[src/rtl/pong_ball.sv]
// pong_ball: ball position, paddle collisions, serve/miss FSM and scoring.
// Define PONG_AUTOSERVE_EN to also leave IDLE on the first frame tick.
module pong_ball #(
   parameter int unsigned SPEED        = 2,
   parameter int unsigned STEP_DIV     = 1,
   parameter int unsigned SERVE_FRAMES = 60,
   parameter int unsigned PADDLE_H     = 80
) (
   input  logic       px_clk,
   input  logic       reset_ni,
   input  logic [9:0] x_i,
   input  logic [9:0] y_i,
   input  logic       serve_i,
   input  logic [9:0] paddle_l_y_i,
   input  logic [9:0] paddle_r_y_i,
   output logic [9:0] ball_x_o,
   output logic [9:0] ball_y_o,
   output logic       dir_x_o,
   output logic       dir_y_o,
   output logic [1:0] state_o,
   output logic [3:0] score_l_o,
   output logic [3:0] score_r_o,
   output logic       miss_o
);
   typedef enum logic [1:0] {
      S_IDLE  = 2'd0,
      S_SERVE = 2'd1,
      S_PLAY  = 2'd2,
      S_MISS  = 2'd3
   } state_t;

   localparam logic [9:0]  SPD10      = 10'(SPEED);
   localparam logic [10:0] SPD11      = 11'(SPEED);
   localparam logic [10:0] PH11       = 11'(PADDLE_H);
   localparam logic [7:0]  SERVE_LAST = 8'(SERVE_FRAMES - 1);
   localparam logic [7:0]  STEP_LAST  = 8'(STEP_DIV - 1);
   localparam logic [9:0]  HOME_X     = 10'd310;
   localparam logic [9:0]  HOME_Y     = 10'd225;

   state_t      r_state;
   state_t      w_state_nxt;
   logic        r_tick;
   logic [7:0]  r_frame_cnt;
   logic [7:0]  w_frame_nxt;
   logic [7:0]  r_step_cnt;
   logic [7:0]  w_step_nxt;
   logic [9:0]  r_ball_x;
   logic [9:0]  w_ball_x_nxt;
   logic [9:0]  r_ball_y;
   logic [9:0]  w_ball_y_nxt;
   logic        r_dir_x;
   logic        w_dir_x_nxt;
   logic        r_dir_y;
   logic        w_dir_y_nxt;
   logic [3:0]  r_score_l;
   logic [3:0]  w_score_l_nxt;
   logic [3:0]  r_score_r;
   logic [3:0]  w_score_r_nxt;
   logic        r_loser_r;
   logic        w_loser_r_nxt;
   logic        w_tick_in;
   logic        w_auto;
   logic [10:0] w_bx;
   logic [10:0] w_by;
   logic [10:0] w_pl;
   logic [10:0] w_pr;
   logic        w_ovl_l;
   logic        w_ovl_r;
   logic        w_hit_l;
   logic        w_hit_r;
   logic        w_out_l;
   logic        w_out_r;

   assign w_tick_in = (x_i == 10'd0) && (y_i == 10'd480);

`ifdef PONG_AUTOSERVE_EN
   assign w_auto = r_tick;
`else
   assign w_auto = 1'b0;
`endif

   // 11-bit views keep every sum and difference below free of wrap
   assign w_bx = {1'b0, r_ball_x};
   assign w_by = {1'b0, r_ball_y};
   assign w_pl = {1'b0, paddle_l_y_i};
   assign w_pr = {1'b0, paddle_r_y_i};

   assign w_ovl_l = (w_by + 11'd30 > w_pl) && (w_by < w_pl + PH11);
   assign w_ovl_r = (w_by + 11'd30 > w_pr) && (w_by < w_pr + PH11);
   assign w_hit_l = (w_bx >= 11'd50) && (w_bx < 11'd50 + SPD11)
                    && w_ovl_l;
   assign w_hit_r = (w_bx + 11'd20 <= 11'd590)
                    && (w_bx + 11'd20 > 11'd590 - SPD11) && w_ovl_r;
   assign w_out_l = w_bx < SPD11;
   assign w_out_r = w_bx > 11'd620 - SPD11;

   always_ff @(posedge px_clk or negedge reset_ni) begin
      if (!reset_ni) begin
         r_state     <= S_IDLE;
         r_tick      <= 1'b0;
         r_frame_cnt <= 8'd0;
         r_step_cnt  <= 8'd0;
         r_ball_x    <= HOME_X;
         r_ball_y    <= HOME_Y;
         r_dir_x     <= 1'b1;
         r_dir_y     <= 1'b1;
         r_score_l   <= 4'd0;
         r_score_r   <= 4'd0;
         r_loser_r   <= 1'b0;
      end else begin
         r_state     <= w_state_nxt;
         r_tick      <= w_tick_in;
         r_frame_cnt <= w_frame_nxt;
         r_step_cnt  <= w_step_nxt;
         r_ball_x    <= w_ball_x_nxt;
         r_ball_y    <= w_ball_y_nxt;
         r_dir_x     <= w_dir_x_nxt;
         r_dir_y     <= w_dir_y_nxt;
         r_score_l   <= w_score_l_nxt;
         r_score_r   <= w_score_r_nxt;
         r_loser_r   <= w_loser_r_nxt;
      end
   end

   always_comb begin
      w_state_nxt   = r_state;
      w_frame_nxt   = r_frame_cnt;
      w_step_nxt    = r_step_cnt;
      w_ball_x_nxt  = r_ball_x;
      w_ball_y_nxt  = r_ball_y;
      w_dir_x_nxt   = r_dir_x;
      w_dir_y_nxt   = r_dir_y;
      w_score_l_nxt = r_score_l;
      w_score_r_nxt = r_score_r;
      w_loser_r_nxt = r_loser_r;
      unique case (r_state)
         S_IDLE: begin
            w_ball_x_nxt = HOME_X;
            w_ball_y_nxt = HOME_Y;
            if (serve_i || w_auto) begin
               w_state_nxt = S_SERVE;
               w_frame_nxt = 8'd0;
            end
         end
         S_SERVE: begin
            if (r_tick) begin
               if (r_frame_cnt == SERVE_LAST) begin
                  w_state_nxt = S_PLAY;
                  w_step_nxt  = 8'd0;
               end else begin
                  w_frame_nxt = r_frame_cnt + 8'd1;
               end
            end
         end
         S_PLAY: begin
            if (r_tick && (r_step_cnt != STEP_LAST)) begin
               w_step_nxt = r_step_cnt + 8'd1;
            end else if (r_tick) begin
               w_step_nxt = 8'd0;
               if (r_dir_y) begin
                  if (w_by + SPD11 >= 11'd450) begin
                     w_ball_y_nxt = 10'd450;
                     w_dir_y_nxt  = 1'b0;
                  end else begin
                     w_ball_y_nxt = r_ball_y + SPD10;
                  end
               end else if (w_by < SPD11) begin
                  w_ball_y_nxt = 10'd0;
                  w_dir_y_nxt  = 1'b1;
               end else begin
                  w_ball_y_nxt = r_ball_y - SPD10;
               end
               if (!r_dir_x) begin
                  if (w_hit_l) begin
                     w_ball_x_nxt = 10'd50;
                     w_dir_x_nxt  = 1'b1;
                  end else if (w_out_l) begin
                     w_state_nxt   = S_MISS;
                     w_loser_r_nxt = 1'b0;
                  end else begin
                     w_ball_x_nxt = r_ball_x - SPD10;
                  end
               end else begin
                  if (w_hit_r) begin
                     w_ball_x_nxt = 10'd570;
                     w_dir_x_nxt  = 1'b0;
                  end else if (w_out_r) begin
                     w_state_nxt   = S_MISS;
                     w_loser_r_nxt = 1'b1;
                  end else begin
                     w_ball_x_nxt = r_ball_x + SPD10;
                  end
               end
            end
         end
         S_MISS: begin
            w_state_nxt  = S_IDLE;
            w_ball_x_nxt = HOME_X;
            w_ball_y_nxt = HOME_Y;
            if (r_loser_r) begin
               w_dir_x_nxt = 1'b1;
               if (r_score_l != 4'd15)
                  w_score_l_nxt = r_score_l + 4'd1;
            end else begin
               w_dir_x_nxt = 1'b0;
               if (r_score_r != 4'd15)
                  w_score_r_nxt = r_score_r + 4'd1;
            end
         end
      endcase
   end

   assign ball_x_o  = r_ball_x;
   assign ball_y_o  = r_ball_y;
   assign dir_x_o   = r_dir_x;
   assign dir_y_o   = r_dir_y;
   assign state_o   = r_state;
   assign score_l_o = r_score_l;
   assign score_r_o = r_score_r;
   assign miss_o    = (r_state == S_MISS);

endmodule

[config.mk]
export PLATFORM = sky130hd
export DESIGN_NAME = pong_ball
export DESIGN_NICKNAME = d
export VERILOG_FILES = /design/src/rtl/pong_ball.sv
export SDC_FILE = /design/constraint.sdc
export NUM_CORES = 1
export LEC_CHECK = 0
export CAP_MARGIN = 20
export CORE_MARGIN = 4
export CORE_UTILIZATION = 50
export DETAILED_ROUTE_END_ITERATION = 8
export PLACE_DENSITY = 0.89
export RECOVER_POWER = 25
export SYNTH_ARGS = -nofsm -noshare
export SYNTH_HDL_FRONTEND = slang
export SYNTH_SLANG_ARGS = --single-unit
[constraint.sdc]
create_clock -name px_clk -period 3.25 [get_ports px_clk]
set_clock_uncertainty 0.15 [all_clocks]
set_input_delay 0.65 -clock px_clk [delete_from_list [all_inputs] [get_ports px_clk]]
set_output_delay 0.65 -clock px_clk [all_outputs]
set_load 0.005 [all_outputs]
# ---- Word level (Yosys, flattened, before mapping)
# Index checks and enable logic that the tools add are counted.
dict set report op_classes {
  addsub 13
  magnitude_cmp 12
  n_eq_ne 23
  muxes 49
  n_bitwise 2
  reduce_logical 27
}
# cell n
set ops {}
lappend ops {{10-bit 2-to-1 mux} 12}
lappend ops {{8-bit 2-to-1 mux} 7}
lappend ops {{10-bit case mux with 2 select lines} 2}
lappend ops {{8-bit case mux with 2 select lines} 2}
lappend ops {{10-bit by 5-bit adder with 11-bit output (second input constant)} 2}
lappend ops {{10-bit by 7-bit adder with 11-bit output (second input constant)} 2}
lappend ops {{11-bit by 10-bit greater-than comparator with 1-bit output} 2}
lappend ops {{10-bit by 11-bit less-than comparator with 1-bit output} 2}
lappend ops {{10-bit by 2-bit adder with 10-bit output (second input constant)} 2}
lappend ops {{10-bit by 2-bit less-than comparator with 1-bit output (second input constant)} 2}
lappend ops {{2-bit 2-to-1 mux} 10}
lappend ops {{10-bit by 2-bit subtractor with 10-bit output (second input constant)} 2}
lappend ops {{8-bit by 1-bit adder with 8-bit output (second input constant)} 2}
lappend ops {{2-bit inequality test (second input constant)} 8}
lappend ops {{4-bit inequality test (second input constant)} 4}
lappend ops {{3-bit inequality test (second input constant)} 5}
lappend ops {{3-bit AND reduction} 5}
lappend ops {{1-bit 2-to-1 mux} 14}
lappend ops {{10-bit by 2-bit adder with 11-bit output (second input constant)} 1}
lappend ops {{11-bit by 9-bit greater-or-equal comparator with 1-bit output (second input constant)} 1}
lappend ops {{11-bit by 10-bit greater-than comparator with 1-bit output (second input constant)} 1}
lappend ops {{11-bit by 10-bit <= comparator with 1-bit output (second input constant)} 1}
lappend ops {{10-bit by 9-bit equality test with 1-bit output (second input constant)} 1}
lappend ops {{10-bit by 6-bit greater-or-equal comparator with 1-bit output (second input constant)} 1}
lappend ops {{20 further kinds} 35}
dict set report totals {
  regBits 50
  inputBits 43
  out_inout_bits 33
  wordCells 137
}

# ---- Depth between registers and ports, before layout
# Gate-level depths: netlist of the first run.
dict set report logic_depth {
  ltp_word 9
  mapped_depth 14
  ltp_nobuf 13
}

# ---- Worst setup path after synthesis of the first run
# OpenSTA, ideal clock, no wires.
dict set report synth_timing {
  path_type {register to register}
  start {register r_ball_y[1], in the netlist ball_y_o[1]}
  end {register r_ball_x[3], in the netlist ball_x_o[3]}
  setup_ns 0.087
  arrival_ns 3.223
  required_ns 3.013
  slack_ns -0.210
  path_stages_with_launch 15
  synth_period_minus_slack_ns 3.460
  cell_sequence {dfrtp_1 clkbuf_1 inv_1 ha_1 nor3b_1 nor2_1 xor2_1 ha_1 nand4_1 nor2_1 a2111oi_0 and3_1 o21a_1 a311o_1 a22oi_1}
}
dict set report synth_via {
  elab_chain_cells 9
  elab_cells_between_ends 18
}
# item line_no
set synth_lines {}
lappend synth_lines {{from (decl)} 49} ;# logic [9:0] r_ball_y;
lappend synth_lines {{from (signal assigned)} 116} ;# r_ball_y <= w_ball_y_nxt;
lappend synth_lines {{10-bit by 5-bit adder with 11-bit output} {88, 89}}
lappend synth_lines {{11-bit by 10-bit greater-than comparator with 1-bit output (on tied branches)} {88, 89}}
lappend synth_lines {{1-bit logical AND (on tied branches)} {88, 89}}
lappend synth_lines {{1-bit logical AND (on tied branches)} {91, 93}}
lappend synth_lines {{10-bit 2-to-1 mux (on tied branches)} {174, 184}}
lappend synth_lines {{10-bit 2-to-1 mux} 173} ;# if (!r_dir_x) begin
lappend synth_lines {{10-bit 2-to-1 mux} 158} ;# end else if (r_tick) begin
lappend synth_lines {{10-bit 2-to-1 mux} 156} ;# if (r_tick && (r_step_cnt != STEP_LAST)) begin
lappend synth_lines {{10-bit case mux with 2 select lines} 136} ;# unique case (r_state)
lappend synth_lines {{to (signal assigned)} 115} ;# r_ball_x <= w_ball_x_nxt;
lappend synth_lines {{to (decl)} 47} ;# logic [9:0] r_ball_x;
# Several ways; a longest one is shown, not always the timed one. The select of a mux whose other input is x is not followed.
# A chain may end at the register's enable or synchronous reset.

# ---- Worst setup path after layout of the first run
dict set report layout_timing {
  start {input port paddle_r_y_i[8]}
  end {register r_ball_x[4], in the netlist ball_x_o[4]}
}
dict set report layout_via {
  elab_chain_cells 9
  elab_cells_between_ends 12
}
# item line_no
set layout_lines {}
lappend layout_lines {{from (decl)} 15} ;# input logic [9:0] paddle_r_y_i,
lappend layout_lines {{10-bit by 7-bit adder with 11-bit output} 89} ;# assign w_ovl_r = (w_by + 11'd30 > w_pr) && (w_by < w_pr + PH11);
lappend layout_lines {{10-bit by 11-bit less-than comparator with 1-bit output} 89}
lappend layout_lines {{1-bit logical AND *} 89}
lappend layout_lines {{1-bit logical AND *} 93} ;# && (w_bx + 11'd20 > 11'd590 - SPD11) && w_ovl_r;
lappend layout_lines {{10-bit 2-to-1 mux} 184} ;# if (w_hit_r) begin
lappend layout_lines {{10-bit 2-to-1 mux} 173}
lappend layout_lines {{10-bit 2-to-1 mux} 158}
lappend layout_lines {{10-bit 2-to-1 mux} 156}
lappend layout_lines {{10-bit case mux with 2 select lines} 136}
# Every way passes the cells marked *; elsewhere a longest branch is shown, timed or not. The select of a mux whose other input is x is not followed.

==> results of run 1 <==
power groups by stage:
stage               clock network, mW  registers [mW]  logic (mW)
floorplan                           0           0.623      0.0612
global placement                    0           0.623       0.156
detailed placement                  0           0.624       0.164
CTS                             0.460           0.612       0.165
global route                    0.478           0.612       0.188
finish                          0.444           0.612       0.171
per-stage QoR:
step | hold slack, ns | cells | utilization [%] | TNS (ns) | setup slack [ns]
2_1_floorplan | 0.204 | 553 | - | 0 | 0.0129
3_3_place_gp | 0.335 | 761 | 64.9 | -1.24 | -0.222
3_5_place_dp | 0.343 | 761 | 64.9 | -2.31 | -0.343
4_1_cts | 0.195 | 769 | 66.3 | 0 | 0.00790
5_1_grt | 0.370 | 779 | 68.2 | -0.0798 | -0.0419
6_report | 0.353 | 779 | 68.2 | 0 | 0.129
layer usage:
layer  global-route usage, %  vias to the layer above
li1                        -                     2266
met4                    4.94                        0
met1                    27.8                     2252
met2                    42.7                      235
met3                    3.54                       22
met5                       0                        -
final cells by class:
cell class | count | area, um2
Sequential cell | 49 | 1240
Multi-Input combinational cell | 443 | 3200
Inverter | 40 | 150
Clock inverter | 3 | 46.3
Timing Repair Buffer | 131 | 1170
Tap cell | 108 | 135
Clock buffer | 5 | 68.8
Fill cell | 671 | 2800
cells by family (layout without fill, tap and decap cells):
group | count (synthesis) | count (layout) | synth area share (%)
AND/OR/NAND/NOR | 198 | 198 | 22.5
multiplexers | 6 | 6 | 1.42
XOR/XNOR | 32 | 32 | 6.11
adder cells (fa/ha/maj) | 58 | 58 | 15.8
other | 1 | 1 | 0.0817
AO/OA/AOI/OAI | 148 | 148 | 21.5
flip-flops | 49 | 49 | 27.0
buffers and inverters | 61 | 179 | 5.56
flip-flops by register name, summed over array words and instances (netlist names):
signal,cells
score_r_o,4
r_step_cnt,8
r_frame_cnt,8
dir_y_o,1
r_tick,1
state_o,2
ball_x_o,9
score_l_o,4
ball_y_o,10
dir_x_o,1
r_loser_r,1
cell usage in the layout (no fill, tap or decap), types with 13 or more instances in the layout:
cell,n
xnor2_1,17
clkdlybuf4s50_1,71
dfrtp_1,36
inv_1,39
a21oi_1,30
nand3_1,25
buf_4,55
nand4_1,13
o21ai_0,37
ha_1,56
nor2_1,41
nand2_1,45
xor2_1,14
repair_timing:
item / CTS / global route
pin swaps: 0 / 16
gates resized for setup: 3 / 27
hold endpoints to repair: 0 / 0
buffers inserted: 0 / 10
setup endpoints to repair: 5 / 10
worst max-delay path, stage by stage:
cell and delay, ns:
clkdlybuf4s50_1 0.52, inv_1 0.09, nor3_2 0.19, xnor2_1 0.14
ha_1 0.26, o211ai_1 0.18, nor2_1 0.07, o311ai_0 0.10
nand4b_1 0.23, buf_4 0.20, buf_4 0.12, o2111ai_1 0.16
o21ai_0 0.14, o221ai_1 0.17
worst max path at each step:
stage                                        from                 endpoint  cells past startpoint
after floorplan           ball_y_o[1]$_DFFE_PN0P_  ball_x_o[3]$_DFFE_PN0P_                     14
after global placement            paddle_l_y_i[4]  ball_x_o[7]$_DFFE_PN0P_                     12
after detailed placement          paddle_l_y_i[5]  ball_x_o[7]$_DFFE_PN0P_                     12
after CTS                 ball_y_o[1]$_DFFE_PN0P_  ball_x_o[2]$_DFFE_PN1P_                     14
after global routing      ball_y_o[1]$_DFFE_PN0P_  ball_x_o[2]$_DFFE_PN1P_                     14
final                             paddle_r_y_i[8]  ball_x_o[4]$_DFFE_PN1P_                     14
==> results.sh, run 1 <==
export IMPL_viasPerCell=6.13
export IMPL_synthTopCellsByArea="dfrtp_1, ha_1, dfstp_2"
export IMPL_peakVddDrop_v=0.000183
export IMPL_status="completed"
export IMPL_r2r_start="ball_y_o[4]$_DFFE_PN0P_"
export IMPL_syn_inst=553
export IMPL_slew_headroom_pct=4.99
export IMPL_syn_cell_area_um2=4590
export IMPL_power_frac_seq_pct=49.9
export IMPL_fmax_ghz=0.320
export IMPL_drtAntennaViolNets=0
export IMPL_synth_top_cell_by_area="dfrtp_1"
export IMPL_cts_root_buf="clkbuf_8"
export IMPL_cts_buffer_depth=2
export IMPL_yosysMostFrequentCell="ha_1"
export IMPL_wl_met1_um=5190
export IMPL_top_layer="met4"
export IMPL_cts_tree="built"
export IMPL_wl_um=13000
export IMPL_cts_sinks=49
export IMPL_synthFlopType="dfrtp_1"
export IMPL_cts_buffers=5
export IMPL_pwr_share_clk_pct=36.2
export IMPL_synth_top_area_share_pct=20.7
export IMPL_antenna_found_initial=0
export IMPL_rows=34
export IMPL_layout_drive_gt1_share_pct=17.3
export IMPL_post_route_period_util_pct=96.0
export IMPL_num_vias=4775
export IMPL_synth_seq_cells=49
export IMPL_wl_per_cell_um=16.7
export IMPL_drc=0
export IMPL_grt_first_pass_wirelength_um=21400
export IMPL_floorplan_initialDensity_pct=52.1
export IMPL_antenna_cells=0
export IMPL_final_setup_viol_count=0
export IMPL_power_share_combinational_pct=13.9
export IMPL_cp_data_arrival_time_ns=3.21
export IMPL_cell_internal_pwr_uw=935
export IMPL_drt_iter0_markers=373
export IMPL_r2r_slack_ns=0.13
export IMPL_async_flop_share_pct=100
export IMPL_required_ns=3.34
export IMPL_route_met3_wl_um=1010
export IMPL_syn_area_per_cell_um2=8.30
export IMPL_fin_area_um2=6010
export IMPL_yosys_top_cells_count="ha_1, nand2_1, nor2_1"
export IMPL_clkTransAtPathRegs_ns=0.10
export IMPL_dieWidth_um=104
export IMPL_endpoint_kind="register"
export IMPL_area_delta_synth_final_pct=31.0
export IMPL_synth_distinct_cells=74
export IMPL_coreArea_um2=8810
export IMPL_wl_met2_um=6580
export IMPL_synth_seq_area_share_pct=27.0
export IMPL_clock_latency_ns=0.31
export IMPL_hold_class="register to register"
export IMPL_grt_total_usage_pct=22.9
export IMPL_grt_max_degree=28
export IMPL_gp_congestion=0.916
export IMPL_ios=76
export IMPL_power_mw=1.23
export IMPL_worst_setup_path_type="input port to register"
export IMPL_finalHoldViolCount=0
export IMPL_reg2reg_to="ball_x_o[6]$_DFFE_PN0P_"
export IMPL_startpoint_type="input port"
export IMPL_rr_worst_depth=11
export IMPL_path_max_fanout=3
export IMPL_first_global_vias=4717
export IMPL_worstHoldEndpoint="score_l_o[3]$_DFFE_PN0P_"
export IMPL_finalCriticalPeriod_ns=3.12
export IMPL_hp_start="score_l_o[3]$_DFFE_PN0P_"
export IMPL_min_path_cells=1
export IMPL_dpl_hpwl_um=10200
export IMPL_swShare_pct=23.8
export IMPL_die_h_um=104
export IMPL_synth_nets=654
export IMPL_p_switching_uw=293
export IMPL_worstMarginPinSlew_ns=1.43
export IMPL_cap_violations=0
export IMPL_fin_nets=771
export IMPL_p_per_area_nw_per_um2=204
export IMPL_placed_cell_area_um2=5710
export IMPL_yosysWarnings=0
export IMPL_port_buffers=74
export IMPL_drv_slew=0
export IMPL_cts_hold_buffers=0
export IMPL_dieArea_um2=10800
export IMPL_firstDrtPassIters=5
export IMPL_cts_max_level=2
export IMPL_power_leakage_nw=2.67
export IMPL_synth_edf_count=0
export IMPL_grt_overflow=0
No activity file was read; power rests on OpenSTA's default activity.
==> inputs of run 2 (changes only) <==
--- a/config.mk
+++ b/config.mk
@@ -7,9 +7,11 @@
 export LEC_CHECK = 0
 export CAP_MARGIN = 20
 export CORE_MARGIN = 4
-export CORE_UTILIZATION = 50
+export CORE_UTILIZATION = 51
 export DETAILED_ROUTE_END_ITERATION = 8
-export PLACE_DENSITY = 0.89
+export DONT_BUFFER_PORTS = 1
+export GPL_TIMING_DRIVEN = 0
+export PLACE_DENSITY = 0.79
 export RECOVER_POWER = 25
 export SYNTH_ARGS = -nofsm -noshare
 export SYNTH_HDL_FRONTEND = slang
==> run 2 against run 1 <==
Effect of this change:
- the flow now finishes with violations (design-rule violations, max-capacitance violations, max-slew violations, negative setup slack)
- non-clock buffer count down 94
- fmax down 7.3%
- sequential power about the same
- global-route usage up 0.087 points
- critical path depth unchanged
- total power down 5.9%
- critical path type is now register to register
- count of clock-buffer cells in the layout unchanged
==> results.sh, run 2 (synthesis results as in run 1) <==
export IMPL_final_common_cell="ha_1"
export IMPL_startpoint_type="register"
export IMPL_hold_slack_ns=0.0283
export IMPL_worstPathCellList="buf_8, inv_6, ha_4, nor3b_4, nor2_1, xor2_1, ha_1, nand4_1, nor2_1, a2111oi_2, and3_4, o21a_1, a311o_1, a22oi_1"
export IMPL_floorplan_initialDensity_pct=52.6
export IMPL_slew_headroom_pct=-41.6
export IMPL_dpl_hpwl_um=9170
export IMPL_grt_overflow=0
export IMPL_die_h_um=103
export IMPL_tns_ns=-0.493
export IMPL_p_per_area_nw_per_um2=223
export IMPL_clkTransAtPathRegs_ns=0.10
export IMPL_drc=1
export IMPL_largest_reg_flops=10
export IMPL_cts_root_buf="clkbuf_8"
export IMPL_final_cell_mix="ha_1, nand2_1, nor2_1, inv_1, o21ai_0"
export IMPL_power_leakage_nw=2.28
export IMPL_antenna_cells=0
export IMPL_drt_iter0_markers=310
export IMPL_dieArea_um2=10600
export IMPL_grt_total_usage_pct=23.0
export IMPL_cts_buffers=5
export IMPL_worst_setup_path_type="register to register"
export IMPL_cts_sinks=49
export IMPL_final_util_pct=59.4
export IMPL_dp_cells=661
export IMPL_dieWidth_um=103
export IMPL_endpoint_kind="register"
export IMPL_ios=76
export IMPL_grt_max_degree=39
export IMPL_firstDrtPassIters=7
export IMPL_required_ns=3.33
export IMPL_fmax_ghz=0.297
export IMPL_cap_violations=1
export IMPL_power_mw=1.16
export IMPL_stdcell_count=685
export IMPL_grt_first_pass_wirelength_um=19500
export IMPL_antenna_found_initial=0
export IMPL_coreArea_um2=8720
export IMPL_wl_um=12600
export IMPL_grt_setup_unrepaired="yes"
export IMPL_drv_slew=39
export IMPL_wl_per_cell_um=18.4
export IMPL_gp_congestion=0.914
export IMPL_critPathSlowestCell="dfrtp_2"
export IMPL_first_global_vias=4249
export IMPL_port_buffers=0
export IMPL_failed_checks="design-rule violations, max-capacitance violations, max-slew violations, negative setup slack"
export IMPL_finalWorstSetupSlack_ns=-0.118
export IMPL_rows=34
export IMPL_fin_nets=677
export IMPL_area_delta_synth_final_pct=12.8
export IMPL_drtAntennaViolNets=0
export IMPL_path_max_fanout=8
export IMPL_cpMostUsedCell="nor2_1"
export IMPL_finalCriticalPeriod_ns=3.37
export IMPL_status="complete, but fails checks"
export IMPL_final_setup_viol_count=6
export IMPL_viasPerCell=6.46
export IMPL_num_vias=4426
export IMPL_hold_class="input port to asynchronous set/reset pin"
export IMPL_finalHoldViolCount=0
export IMPL_worst_path_largest_cell_delay_ns=0.50
export IMPL_post_route_period_util_pct=104
export IMPL_cts_buffer_depth=2
export IMPL_cts_max_level=2
export IMPL_layout_drive_gt1_share_pct=16.1
export IMPL_cts_tree="built"
export IMPL_cp_data_arrival_time_ns=3.45
export IMPL_peakVddDrop_v=0.000163
export IMPL_clock_latency_ns=0.31
export IMPL_worstMarginPinSlew_ns=2.12
-- run 2: worst max-delay path: cells and delay by family, from the launching register on --
family | cells | cell delay (ns)
simple gates | 5 | 0.91
compound gates | 4 | 0.88
flops | 1 | 0.50
fa+ha+maj | 2 | 0.45
buf+inv | 2 | 0.21
xor+xnor | 1 | 0.19
-- run 2: where the power goes --
group	leakage [nW]	switching, mW	internal, mW
combinational	1.61	0.0573	0.0390
clock	0.0543	0.216	0.231
sequential	0.618	0.00101	0.611
total	2.28	0.275	0.881
-- run 2: area by class of cell --
cell class              count  area (um2)
plain buffers              21         153
flip-flops and latches     49        1240
fillers                   745        3540
clock inverters             3        46.3
well taps                 108         135
clock buffers               5        68.8
inverters                  40         155
repair buffers             16         124
multi-input cells         443        3250
-- run 2: metrics by stage --
| stage | setup WS, ns | instance area, um2 |
|---|---|---|
| final | -0.118 | 5180 |
| after global routing | -0.196 | 5180 |
| after CTS | 0.00158 | 5080 |
| after detailed placement | -0.793 | 4730 |
| after global placement | -0.663 | 4730 |
| after floorplan | 0.0129 | 4590 |
-- run 2: final timing paths --
check / startpoint / endpoint / slack [ns] / cells past startpoint
min: reset_ni / ball_x_o[8]$_DFFE_PN1P_ / 0.03 / 0
min reg2reg: r_frame_cnt[0]$_DFFE_PN0P_ / r_frame_cnt[0]$_DFFE_PN0P_ / 0.38 / 2
min in group px_clk: y_i[7] / r_tick$_DFF_PN0_ / 0.33 / 2
max: ball_y_o[1]$_DFFE_PN0P_ / ball_x_o[3]$_DFFE_PN0P_ / -0.12 / 14
max in group asynchronous: reset_ni / ball_y_o[3]$_DFFE_PN0P_ / 0.77 / 1
max reg2reg: ball_y_o[1]$_DFFE_PN0P_ / ball_x_o[3]$_DFFE_PN0P_ / -0.12 / 14
-- run 2: layer usage --
layer / global-route usage [%] / part of all wire [%] / up-vias
li1: - / - / 2084
met1: 28.7 / 40 / 2088
met2: 40.4 / 49 / 217
met3: 4.06 / 8.5 / 37
met4: 7.37 / 2.5 / 0
met5: 0 / 0 / -
-- run 2: repair_timing --
item,in CTS,in global routing
gates resized for setup,36,28
setup endpoints to repair,10,10
endpoints found under the hold margin,38,7
pin swaps,11,23
buffers inserted,12,2
hold buffers,1,1
==> inputs of run 3 (changes only) <==
--- a/config.mk
+++ b/config.mk
@@ -11,7 +11,7 @@
 export DETAILED_ROUTE_END_ITERATION = 8
 export DONT_BUFFER_PORTS = 1
 export GPL_TIMING_DRIVEN = 0
-export PLACE_DENSITY = 0.79
+export PLACE_DENSITY = 0.76
 export RECOVER_POWER = 25
 export SYNTH_ARGS = -nofsm -noshare
 export SYNTH_HDL_FRONTEND = slang
==> constraint.sdc (replaced) <==
create_clock -name px_clk -period 4.1 [get_ports px_clk]
set_clock_uncertainty 0.15 [all_clocks]
set_input_delay 0.82 -clock px_clk [delete_from_list [all_inputs] [get_ports px_clk]]
set_output_delay 0.82 -clock px_clk [all_outputs]
set_load 0.005 [all_outputs]
==> run 3 against run 2 <==
Effect of this change:
- the run now ends clean
- worst hold slack better by 0.023 ns
- first-iteration DRC count down 2.3%
- final cell count shrank 2.2%
- sequential share of layout area rose by 1.6 points
- register-to-register slack gained 0.43 ns
- core utilization decreased by 3.9 points
- global-route usage fell by 0.13 points
- critical endpoint is now ball_x_o[6]$_DFFE_PN0P_
==> results.sh, run 3 (synthesis results as in run 1) <==
export IMPL_cap_violations=0
export IMPL_tns_ns=0
export IMPL_stdcell_count=670
export IMPL_die_h_um=103
export IMPL_reg2reg_to="ball_x_o[6]$_DFFE_PN0P_"
export IMPL_fin_nets=662
export IMPL_final_util_pct=55.5
export IMPL_final_setup_viol_count=0
export IMPL_drv_slew=0
export IMPL_hold_class="input port to asynchronous set/reset pin"
export IMPL_dieArea_um2=10600
export IMPL_worstSetupEndpoint="ball_x_o[6]$_DFFE_PN0P_"
export IMPL_r2r_slack_ns=0.31
export IMPL_cts_tree="built"
export IMPL_area_delta_synth_final_pct=5.40
export IMPL_grt_setup_unrepaired="no"
export IMPL_r2r_start="ball_y_o[1]$_DFFE_PN0P_"
export IMPL_multiInputGateArea_um2=3110
export IMPL_wl_per_cell_um=17.6
export IMPL_p_per_area_nw_per_um2=172
export IMPL_cts_buffers=5
export IMPL_fillerInstances=796
export IMPL_startpoint="ball_y_o[1]$_DFFE_PN0P_"
export IMPL_coreArea_um2=8720
export IMPL_viasPerCell=6.41
export IMPL_cts_sinks=49
export IMPL_antenna_found_initial=0
export IMPL_grt_total_usage_pct=22.9
export IMPL_first_global_vias=4271
export IMPL_peakVddDrop_v=0.000126
export IMPL_dieWidth_um=103
export IMPL_rows=34
export IMPL_layout_drive_gt1_share_pct=8.90
export IMPL_wl_um=11800
export IMPL_slew_headroom_pct=63.0
export IMPL_register_area_um2=1240
export IMPL_clkTransAtPathRegs_ns=0.10
export IMPL_worstMarginPinSlew_ns=0.551
export IMPL_cts_root_buf="clkbuf_8"
export IMPL_required_ns=4.19
export IMPL_final_common_cell="ha_1"
export IMPL_startpoint_type="register"
export IMPL_finalCriticalPeriod_ns=3.79
export IMPL_hold_slack_ns=0.0511
export IMPL_path_max_fanout=10
export IMPL_drt_iter0_markers=303
export IMPL_drtAntennaViolNets=0
export IMPL_floorplan_initialDensity_pct=52.6
export IMPL_power_leakage_nw=2.14
export IMPL_clock_latency_ns=0.30
export IMPL_dp_cells=661
export IMPL_port_buffers=0
export IMPL_finalHoldViolCount=0
export IMPL_gp_congestion=0.920
export IMPL_grt_first_pass_wirelength_um=19600
export IMPL_post_route_period_util_pct=92.4
export IMPL_cts_max_level=2
export IMPL_cts_buffer_depth=2
export IMPL_worst_setup_path_type="register to register"
export IMPL_rr_worst_depth=14
export IMPL_dpl_hpwl_um=9170
export IMPL_largest_reg_flops=10
export IMPL_firstDrtPassIters=5
export IMPL_num_vias=4297
export IMPL_grt_max_degree=50
export IMPL_cp_data_arrival_time_ns=3.88
export IMPL_endpoint_kind="register"
export IMPL_fmax_ghz=0.264
export IMPL_final_cell_mix="ha_1, nand2_1, nor2_1, inv_1, o21ai_0"
export IMPL_status="completed"
export IMPL_antenna_cells=0
export IMPL_grt_overflow=0
export IMPL_drc=0
export IMPL_ios=76
==> run 3: cell type report <==
class,instances,area share [%]
Multi-Input combinational cell,443,64.3
Sequential cell,49,25.7
Inverter,40,3.10
Tap cell,108,2.79
Buffer,21,2.23
Clock buffer,6,1.50
Clock inverter,2,0.207
Timing Repair Buffer,1,0.155
==> run 3: report_power, final <==
group	internal (mW)	leakage, nW	switching, mW	total, mW
Clock	0.119	0.0450	0.163	0.282
Combinational	0.0279	1.47	0.0345	0.0624
Sequential	0.485	0.623	0.000758	0.485
==> run 3: worst min-delay path by stage <==
| stage | cells past startpoint | startpoint | endpoint |
|---|---|---|---|
| after CTS | 0 | reset_ni | ball_x_o[3]$_DFFE_PN0P_ |
| after detailed placement | 2 | r_step_cnt[1]$_DFFE_PN0P_ | r_step_cnt[1]$_DFFE_PN0P_ |
| after floorplan | 2 | r_frame_cnt[0]$_DFFE_PN0P_ | r_frame_cnt[0]$_DFFE_PN0P_ |
| after global placement | 2 | r_step_cnt[1]$_DFFE_PN0P_ | r_step_cnt[1]$_DFFE_PN0P_ |
| after global routing | 0 | reset_ni | score_r_o[2]$_DFFE_PN0P_ |
| final | 0 | reset_ni | ball_x_o[3]$_DFFE_PN0P_ |
==> run 3: per-layer routing <==
layer  global-route usage [%]  share of wire (%)  vias up
met4                     9.16                2.9        0
li1                         -                  -     2051
met5                        0                  0        -
met1                     28.7                 42     2016
met3                     4.19                7.7       32
met2                     39.0                 48      198
==> run 3: critical path: stages (launching register included) <==
cell       delay, ns
dfrtp_2         0.47
buf_2           0.25
inv_1           0.12
ha_1            0.26
nor3b_4         0.17
nor2_1          0.16
xor2_1          0.26
ha_1            0.29
nand4_1         0.15
nor2_1          0.07
a2111oi_0       0.32
and3_2          0.29
o21ai_1         0.22
o31ai_1         0.34
a22o_1          0.20
==> run 3: metrics by stage <==
step	total power, mW	setup slack [ns]	instance area, um2
CTS	0.843	0.00505	4810
global route	0.872	0.0346	4840
global placement	0.551	-0.158	4720
detailed placement	0.556	-0.246	4720
floorplan	0.543	0.640	4590
finish	0.830	0.312	4840
==> run 3: what timing repair did <==
item | in CTS | in global routing
setup buffers | 0 | 1
setup endpoints to repair | 7 | 9
hold buffers | 0 | 0
gates resized for setup | 1 | 9
